[src/rtl/lvds_check_pkg.sv]
// rtl/lvds_check_pkg.sv - shared types and defaults for the LVDS channel scanner
package lvds_check_pkg;

  typedef enum logic [2:0] {
    IDLE,
    SETTLE,
    DWELL,
    SAMPLE,
    SWITCH
  } scan_state_e;

  localparam int SETTLE_CYCLES_DEF = 8;
  localparam int DWELL_CYCLES_DEF  = 400;
  localparam int DEBOUNCE_DEF      = 3;
  localparam int N_CH              = 2;

  function automatic int max_int(input int a, input int b);
    return (a > b) ? a : b;
  endfunction

endpackage

[src/rtl/lvds_debounce.sv]
// rtl/lvds_debounce.sv - per-channel visit debouncer with a health-fall pulse
module lvds_debounce
  import lvds_check_pkg::*;
#(
  parameter int DEBOUNCE = DEBOUNCE_DEF
) (
  input  logic clk_fpga,
  input  logic rst_n,
  input  logic update,
  input  logic result,
  output logic ok,
  output logic fall
);

  localparam int              CW       = $clog2(DEBOUNCE + 1);
  localparam logic [CW-1:0]   CNT_LAST = CW'(DEBOUNCE - 1);

  logic [CW-1:0] cnt_q, cnt_d;
  logic          ok_q, ok_d;
  logic          fall_q, fall_d;

  always_comb begin
    cnt_d  = cnt_q;
    ok_d   = ok_q;
    fall_d = 1'b0;
    if (update) begin
      if (result == ok_q) begin
        cnt_d = '0;
      end else if (cnt_q == CNT_LAST) begin
        ok_d   = ~ok_q;
        cnt_d  = '0;
        fall_d = ok_q;
      end else begin
        cnt_d = cnt_q + 1'b1;
      end
    end
  end

  always_ff @(posedge clk_fpga or negedge rst_n) begin
    if (!rst_n) begin
      cnt_q  <= '0;
      ok_q   <= 1'b0;
      fall_q <= 1'b0;
    end else begin
      cnt_q  <= cnt_d;
      ok_q   <= ok_d;
      fall_q <= fall_d;
    end
  end

  assign ok   = ok_q;
  assign fall = fall_q;

endmodule

[src/rtl/lvds_channel_scanner.sv]
// rtl/lvds_channel_scanner.sv - alternates the checked LVDS channel, qualifies
// each visit and keeps debounced health plus sticky fault flags
module lvds_channel_scanner
  import lvds_check_pkg::*;
#(
  parameter int SETTLE_CYCLES = SETTLE_CYCLES_DEF,
  parameter int DWELL_CYCLES  = DWELL_CYCLES_DEF,
  parameter int DEBOUNCE      = DEBOUNCE_DEF
) (
  input  logic       clk_fpga,
  input  logic       rst_n,
  input  logic       enable,
  input  logic [1:0] status_in,
  input  logic       clear_faults,
  output logic       choose_channel,
  output logic [1:0] ch_ok,
  output logic [1:0] fault_sticky,
  output logic       all_ok,
  output logic       scan_done
);

  localparam int            TW          = $clog2(max_int(SETTLE_CYCLES, DWELL_CYCLES) + 1);
  localparam logic [TW-1:0] SETTLE_LAST = TW'(SETTLE_CYCLES - 1);
  localparam logic [TW-1:0] DWELL_LAST  = TW'(DWELL_CYCLES - 1);

  scan_state_e   state_q, state_d;
  logic [TW-1:0] timer_q, timer_d;
  logic          visit_q, visit_d;
  logic          ch_q, ch_d;
  logic          done_q, done_d;
  logic [1:0]    fault_q, fault_d;
  logic          all_ok_q;
  logic          update;
  logic [1:0]    ok, fall;

  always_comb begin
    state_d = state_q;
    timer_d = timer_q;
    visit_d = visit_q;
    ch_d    = ch_q;
    done_d  = 1'b0;
    update  = 1'b0;
    // Dropping enable abandons the visit: no debounce update, no channel toggle.
    if (!enable && state_q != IDLE) begin
      state_d = IDLE;
      timer_d = '0;
    end else begin
      case (state_q)
        IDLE: begin
          if (enable) begin
            state_d = SETTLE;
            timer_d = '0;
          end
        end
        SETTLE: begin
          if (timer_q == SETTLE_LAST) begin
            state_d = DWELL;
            timer_d = '0;
            visit_d = 1'b1;
          end else begin
            timer_d = timer_q + 1'b1;
          end
        end
        DWELL: begin
          visit_d = visit_q & status_in[ch_q];
          if (timer_q == DWELL_LAST) begin
            state_d = SAMPLE;
            timer_d = '0;
          end else begin
            timer_d = timer_q + 1'b1;
          end
        end
        SAMPLE: begin
          update  = 1'b1;
          state_d = SWITCH;
        end
        SWITCH: begin
          ch_d    = ~ch_q;
          done_d  = ch_q;
          state_d = SETTLE;
          timer_d = '0;
        end
        default: state_d = IDLE;
      endcase
    end
  end

  for (genvar ch = 0; ch < N_CH; ch++) begin : g_deb
    lvds_debounce #(
      .DEBOUNCE(DEBOUNCE)
    ) u_deb (
      .clk_fpga(clk_fpga),
      .rst_n   (rst_n),
      .update  (update && (ch_q == 1'(ch))),
      .result  (visit_q),
      .ok      (ok[ch]),
      .fall    (fall[ch])
    );
  end

  // A fall arriving with clear_faults still latches.
  assign fault_d = (clear_faults ? 2'b00 : fault_q) | fall;

  always_ff @(posedge clk_fpga or negedge rst_n) begin
    if (!rst_n) begin
      state_q  <= IDLE;
      timer_q  <= '0;
      visit_q  <= 1'b0;
      ch_q     <= 1'b0;
      done_q   <= 1'b0;
      fault_q  <= 2'b00;
      all_ok_q <= 1'b0;
    end else begin
      state_q  <= state_d;
      timer_q  <= timer_d;
      visit_q  <= visit_d;
      ch_q     <= ch_d;
      done_q   <= done_d;
      fault_q  <= fault_d;
      all_ok_q <= &ok;
    end
  end

  assign choose_channel = ch_q;
  assign ch_ok          = ok;
  assign fault_sticky   = fault_q;
  assign all_ok         = all_ok_q;
  assign scan_done      = done_q;

endmodule

[config.mk]
export PLATFORM = sky130hd
export DESIGN_NAME = lvds_channel_scanner
export DESIGN_NICKNAME = d
export VERILOG_FILES = /design/src/rtl/lvds_check_pkg.sv /design/src/rtl/lvds_debounce.sv /design/src/rtl/lvds_channel_scanner.sv
export SDC_FILE = /design/constraint.sdc
export NUM_CORES = 1
export LEC_CHECK = 0
export ABC_AREA = 1
export CORE_MARGIN = 1.5
export CORE_UTILIZATION = 43
export CTS_BUF_LIST = sky130_fd_sc_hd__clkbuf_16
export DETAILED_ROUTE_END_ITERATION = 8
export PLACE_DENSITY = 0.63
export SYNTH_ARGS = -nofsm -noshare
export SYNTH_HDL_FRONTEND = slang
export SYNTH_SLANG_ARGS = --single-unit
[constraint.sdc]
create_clock -name clk_fpga -period 1.43 [get_ports clk_fpga]
set_input_delay 0.429 -clock clk_fpga [delete_from_list [all_inputs] [get_ports clk_fpga]]
set_output_delay 0.429 -clock clk_fpga [all_outputs]
set_load 0.02 [all_outputs]
==> results of run 1 <==
[stage by stage]
step                util [%]  hold WS, ns
finish                  59.8        0.454
global route            59.8        0.471
CTS                     58.8        0.456
detailed placement      55.8        0.441
global placement        55.8        0.425
floorplan                  -        0.133
[worst register-to-register path, stage by stage, from the launching register on]
cell	delay, ns
dfrtp_1	0.43
nand2_2	0.18
nand2_1	0.09
nor3_2	0.23
buf_4	0.15
buf_4	0.09
nand4_1	0.07
nand2_1	0.06
[power breakdown]
group	switching, W	internal [W]	total (W)
sequential	0.000172	0.000921	0.00109
clock	0.000233	0.000370	0.000603
combinational	0.000782	0.000519	0.00130
[per-layer routing]
| metal | part of all wire [%] | GRT usage (%) | vias to the layer above |
|---|---|---|---|
| met3 | 2.8 | 4.05 | 2 |
| met2 | 52 | 35.3 | 19 |
| li1 | - | - | 654 |
| met5 | 0 | 0 | - |
| met4 | 0.55 | 4.35 | 0 |
| met1 | 45 | 24.3 | 596 |
[logic make-up (layout without fill, tap and decap cells)]
kind of cell | after synthesis | count (layout) | share of synthesized area, %
simple gates | 108 | 108 | 35.4
buf+inv | 34 | 65 | 9.39
flops | 26 | 26 | 45.2
compound gates | 15 | 15 | 6.09
xor+xnor | 5 | 5 | 3.04
fa+ha+maj | 1 | 1 | 0.869
[sequential cells by signal (all words and copies together), names as in the netlist]
signal and cells:
state_q 3, visit_q 1, fault_sticky 2, g_deb.u_deb.cnt_q 4
all_ok 1, g_deb.u_deb.fall 2, choose_channel 1, timer_q 9
scan_done 1, g_deb.u_deb.ok 2
[what timing repair did]
action | 4_1_cts | 5_1_grt
pin swaps | 6 | 2
endpoints found under the setup margin | 18 | 12
setup buffers | 1 | 1
gates resized for setup | 12 | 9
[layout make-up]
class | instances | share of cell area, %
Clock buffer | 3 | 4.01
Timing Repair Buffer | 30 | 14.6
Tap cell | 44 | 2.94
Sequential cell | 26 | 34.8
Inverter | 32 | 6.42
Multi-Input combinational cell | 129 | 37.2
[cells in the mapped netlist (all sizes together)]
cell,count
o21bai,3
nand3,16
o21ai,9
nand4,5
dfrtp,26
nor2,16
inv,32
buf,2
xnor2,1
and2,1
o211ai,2
xor2,4
ha,1
nand2,63
nor3,5
nor4,2
a21oi,1
[final timing paths]
path,endpoint,slack [ns],from,depth (start not counted)
setup / recovery,fault_sticky[1],0.05,fault_sticky[1]$_DFF_PN0_,1
max in group asynchronous,state_q[2]$_DFFE_PN0P_,0.73,rst_n,2
min in group asynchronous,fault_sticky[0]$_DFF_PN0_,0.52,rst_n,2
setup reg to reg,timer_q[8]$_DFFE_PN0P_,0.09,state_q[1]$_DFFE_PN0P_,7
hold / removal,fault_sticky[0]$_DFF_PN0_,0.45,g_deb[0].u_deb.fall$_DFF_PN0_,1
hold reg to reg,fault_sticky[0]$_DFF_PN0_,0.45,g_deb[0].u_deb.fall$_DFF_PN0_,1
==> results.json, run 1 <==
{
  "status": "finished clean",
  "vdd_ir_drop_max_v": 0.000979,
  "cp_max_fo": 2,
  "fill_cells": 289,
  "cts_num_sinks": 26,
  "cp.required_ns": 1.00,
  "fin_setup_tns_ns": 0,
  "gp_congestion": 0.840,
  "die-area_sq_um": 3700,
  "io_buffers": 12,
  "synth_area_sq_um": 1440,
  "slowest_delay_ns": 0.37,
  "finalPower_w": 0.00300,
  "coreArea_sq_um": 3130,
  "hold_violations": 0,
  "vias_per_cell": 4.81,
  "max_freq_ghz": 0.725,
  "grt_pass1_wl_um": 5410,
  "root_buffer": "clkbuf_16",
  "vias": 1271,
  "yosys.area.top_type_share_pct": 45.2,
  "antenna_found_initial": 0,
  "avgSynthCellArea_sq_um": 7.61,
  "wl_per_cell_um": 11.7,
  "grt_max_degree": 27,
  "cts.hold.buffers_added": 0,
  "critPathKind": "reg -> out",
  "totalWireLength_um": 3080,
  "max-cap-violations": 0,
  "hold_path_class": "reg -> reg",
  "seq_area_sq_um": 652,
  "drive_gt1_share_pct": 20.5,
  "fin_worst_skew_ns": 0.00321,
  "clockBufferDepth": 2,
  "dieWidth_um": 60.8,
  "end_kind": "output pin",
  "grt_pass1_vias": 1287,
  "start_kind": "register",
  "slew_violations": 0,
  "tightest_slew_ns": 0.360,
  "tritoncts": "done",
  "p_leak_nw": 0.997,
  "grt.total_usage_pct": 19.7,
  "syn2layout_area_growth_pct": 30.1,
  "crit_slowest_cell": "dfrtp_1",
  "ios": 13,
  "drc": 0,
  "yosys.area.top_type": "dfrtp_1",
  "grt_overflow_total": 0,
  "powerDensity_nw_per_um2": 1600,
  "yosys_warnings": 0,
  "clk_pin_slew_ns": 0.06,
  "finalCritPeriodShare_pct": 96.5,
  "syn-num-nets": 196,
  "start_util_pct": 46.0,
  "h-tree-depth": 1,
  "fin_ws_ns": 0.0506,
  "ys_seq_area_share_pct": 45.2,
  "cp_data_arrival_time_ns": 0.95,
  "drtIter0Drc": 46,
  "placementRows": 20,
  "antennaDiodeCount": 0,
  "nets": 229,
  "mostFrequentLayoutCell": "nand2_1",
  "clk_latency_ns": 0.25,
  "dpl-instance-area_sq_um": 1740,
  "ys_seq_elements": 26,
  "drtAntennaViolNets": 0,
  "synth_cell_types": 22,
  "drtPass1Iterations": 4,
  "crit_path_cell_trace": "dlygate4sd2_1",
  "setup_viol": 0,
  "syn_inst": 189,
  "synth.area.top_cells": "dfrtp_1, nand2_1, inv_1",
  "final_cell_area_sq_um": 1870,
  "critical_path_buf_inv_count": 1,
  "stdcell_count": 264,
  "dpl.cell_count": 259,
  "fin_crit_ns": 1.38,
  "cp_top_family": "flip-flops",
  "place_hpwl_um": 2290,
  "multi_input_area_sq_um": 696,
  "maxSlewHeadroom_pct": 75.8,
  "cts-buffers-inserted": 3,
  "die_y_um": 60.8,
  "place_ws_ns": -0.381,
  "final_cell_mix": "nand2_1, inv_1, dfrtp_1"
}
No activity file was read; power rests on OpenSTA's default activity.
==> run 2: changes to the inputs <==
==> constraint.sdc (replaced) <==
create_clock -name clk_fpga -period 1.43 [get_ports clk_fpga]
set_input_delay 0.429 -clock clk_fpga [delete_from_list [all_inputs] [get_ports clk_fpga]]
set_output_delay 0.429 -clock clk_fpga [all_outputs]
set_load 0.005 [all_outputs]
==> results.json, run 2 (synthesized netlist as in run 1, its figures left out) <==
{
  "antenna_found_initial": 0,
  "grt_max_degree": 27,
  "place_hpwl_um": 2160,
  "drive_gt1_share_pct": 20.7,
  "syn2layout_area_growth_pct": 30.6,
  "die-area_sq_um": 3700,
  "crit_top_cell": "nand2_1",
  "status": "finished clean",
  "end_kind": "register",
  "cts-buffers-inserted": 3,
  "antennaDiodeCount": 0,
  "hold_path_class": "reg -> reg",
  "clockBufferDepth": 2,
  "cts.hold.buffers_added": 0,
  "drtIter0Drc": 54,
  "reg_top3": "timer_q: 9 flops, g_deb.u_deb.cnt_q: 4 flops, state_q: 3 flops",
  "cp.required_ns": 1.58,
  "drtAntennaViolNets": 0,
  "start_util_pct": 46.0,
  "placementRows": 20,
  "finalCritPeriodShare_pct": 92.8,
  "cts_num_sinks": 26,
  "maxSlewHeadroom_pct": 78.8,
  "cp_top_family": "simple AND/OR/NAND/NOR gates",
  "r2r_cells": 8,
  "gp_congestion": 0.847,
  "reg2reg_slack_ns": 0.10,
  "fin_worst_skew_ns": 0.00282,
  "hold_violations": 0,
  "totalWireLength_um": 3020,
  "hold_ws_ns": 0.443,
  "io_buffers": 12,
  "vias": 1259,
  "regMostFlops": "timer_q",
  "regToRegEndpoint": "timer_q[0]$_DFFE_PN0P_",
  "drc": 0,
  "h-tree-depth": 1,
  "crit_path_cell_trace": "ha_4 -> nand3_2 -> nor2_4 -> nand2_2 -> nand3_1 -> nand2_1 -> nand2_1 -> o21ai_0",
  "fin_crit_ns": 1.33,
  "tightest_slew_ns": 0.316,
  "slew_violations": 0,
  "vdd_ir_drop_max_v": 0.000867,
  "powerDensity_nw_per_um2": 1580,
  "cp_max_fo": 4,
  "critPathKind": "reg -> reg",
  "min_to": "fault_sticky[1]$_DFF_PN0_",
  "root_buffer": "clkbuf_16",
  "setup_viol": 0,
  "critical_path_buf_inv_count": 0,
  "ios": 13,
  "grt_pass1_vias": 1250,
  "die_y_um": 60.8,
  "cp_data_arrival_time_ns": 1.47,
  "grt_overflow_total": 0,
  "coreArea_sq_um": 3130,
  "vias_per_cell": 4.73,
  "slowest_delay_ns": 0.40,
  "final_cell_mix": "nand2_1, inv_1, dfrtp_1",
  "dieWidth_um": 60.8,
  "p_leak_nw": 1.00,
  "max_freq_ghz": 0.754,
  "finalPower_w": 0.00297,
  "crit_slowest_cell": "dfrtp_1",
  "clk_latency_ns": 0.26,
  "whs_path_depth": 1,
  "fin_setup_tns_ns": 0,
  "max-cap-violations": 0,
  "tritoncts": "done",
  "start_kind": "register",
  "drtPass1Iterations": 4,
  "wl_per_cell_um": 11.4,
  "nets": 230,
  "largest_reg_flops": 9,
  "mostFrequentLayoutCell": "nand2_1",
  "grt.total_usage_pct": 18.8,
  "holdCritStartpoint": "g_deb[1].u_deb.fall$_DFF_PN0_",
  "r2r-start": "timer_q[1]$_DFFE_PN0P_",
  "grt_pass1_wl_um": 5210,
  "clk_pin_slew_ns": 0.06
}
run 2: changes by cell type in the layout (fill, tap and decap cells not counted), sizes merged:
cell and change:
buf +1, clkinv +1
run 2: metal layers:
layer | part of all wire [%] | wire length [um] | vias to the layer above | track usage, %
li1 | - | - | 656 | -
met1 | 47 | 1430 | 583 | 24.9
met2 | 49 | 1490 | 17 | 32.0
met3 | 2.7 | 82 | 3 | 2.77
met4 | 0.73 | 22 | 0 | 5.28
met5 | 0 | 0 | - | 0
run 2: metrics by stage:
step / setup WS (ns) / instance area [sq um] / instances / util [%]
floorplan: 0.144 / 1440 / 189 / -
global placement: -0.360 / 1740 / 259 / 55.8
detailed placement: -0.335 / 1740 / 259 / 55.8
CTS: 0.00112 / 1840 / 266 / 58.9
global route: -0.0149 / 1880 / 266 / 60.1
finish: 0.104 / 1880 / 266 / 60.1
run 2: worst max path at each step:
stage                      startpoint                      to  cells past startpoint
6_report       timer_q[1]$_DFFE_PN0P_  timer_q[0]$_DFFE_PN0P_                      8
5_1_grt        timer_q[1]$_DFFE_PN0P_  timer_q[0]$_DFFE_PN0P_                      8
4_1_cts        timer_q[0]$_DFFE_PN0P_  timer_q[0]$_DFFE_PN0P_                      8
3_5_place_dp                   enable     visit_q$_DFFE_PN0P_                      7
3_3_place_gp                   enable     visit_q$_DFFE_PN0P_                      7
2_1_floorplan  timer_q[0]$_DFFE_PN0P_  timer_q[7]$_DFFE_PN0P_                      8
run 2: repair_timing:
item                                    in CTS  in global routing
endpoints found under the setup margin      14                  9
pin swaps                                    1                  3
resized for setup                           10                 11
buffers inserted                             3                  0
run 2: layout make-up:
type,instances,area (sq um)
fillers,280,1250
multi-input cells,129,696
flip-flops and latches,26,652
repair buffers,31,278
inverters,32,120
clock buffers,3,75.1
well taps,44,55.1
clock inverters,1,3.75
run 2: power breakdown:
part / internal (W) / leakage, nW / total, W / switching [W]
sequential: 0.000920 / 0.338 / 0.00109 / 0.000166
combinational: 0.000534 / 0.625 / 0.00125 / 0.000718
clock: 0.000375 / 0.0385 / 0.000635 / 0.000260
==> run 3: changes to the inputs <==
Settings changed: SLEW_MARGIN from default to 5.
==> results of run 3 <==
No change in the layout: final DEF, timing and power equal those of run 2.
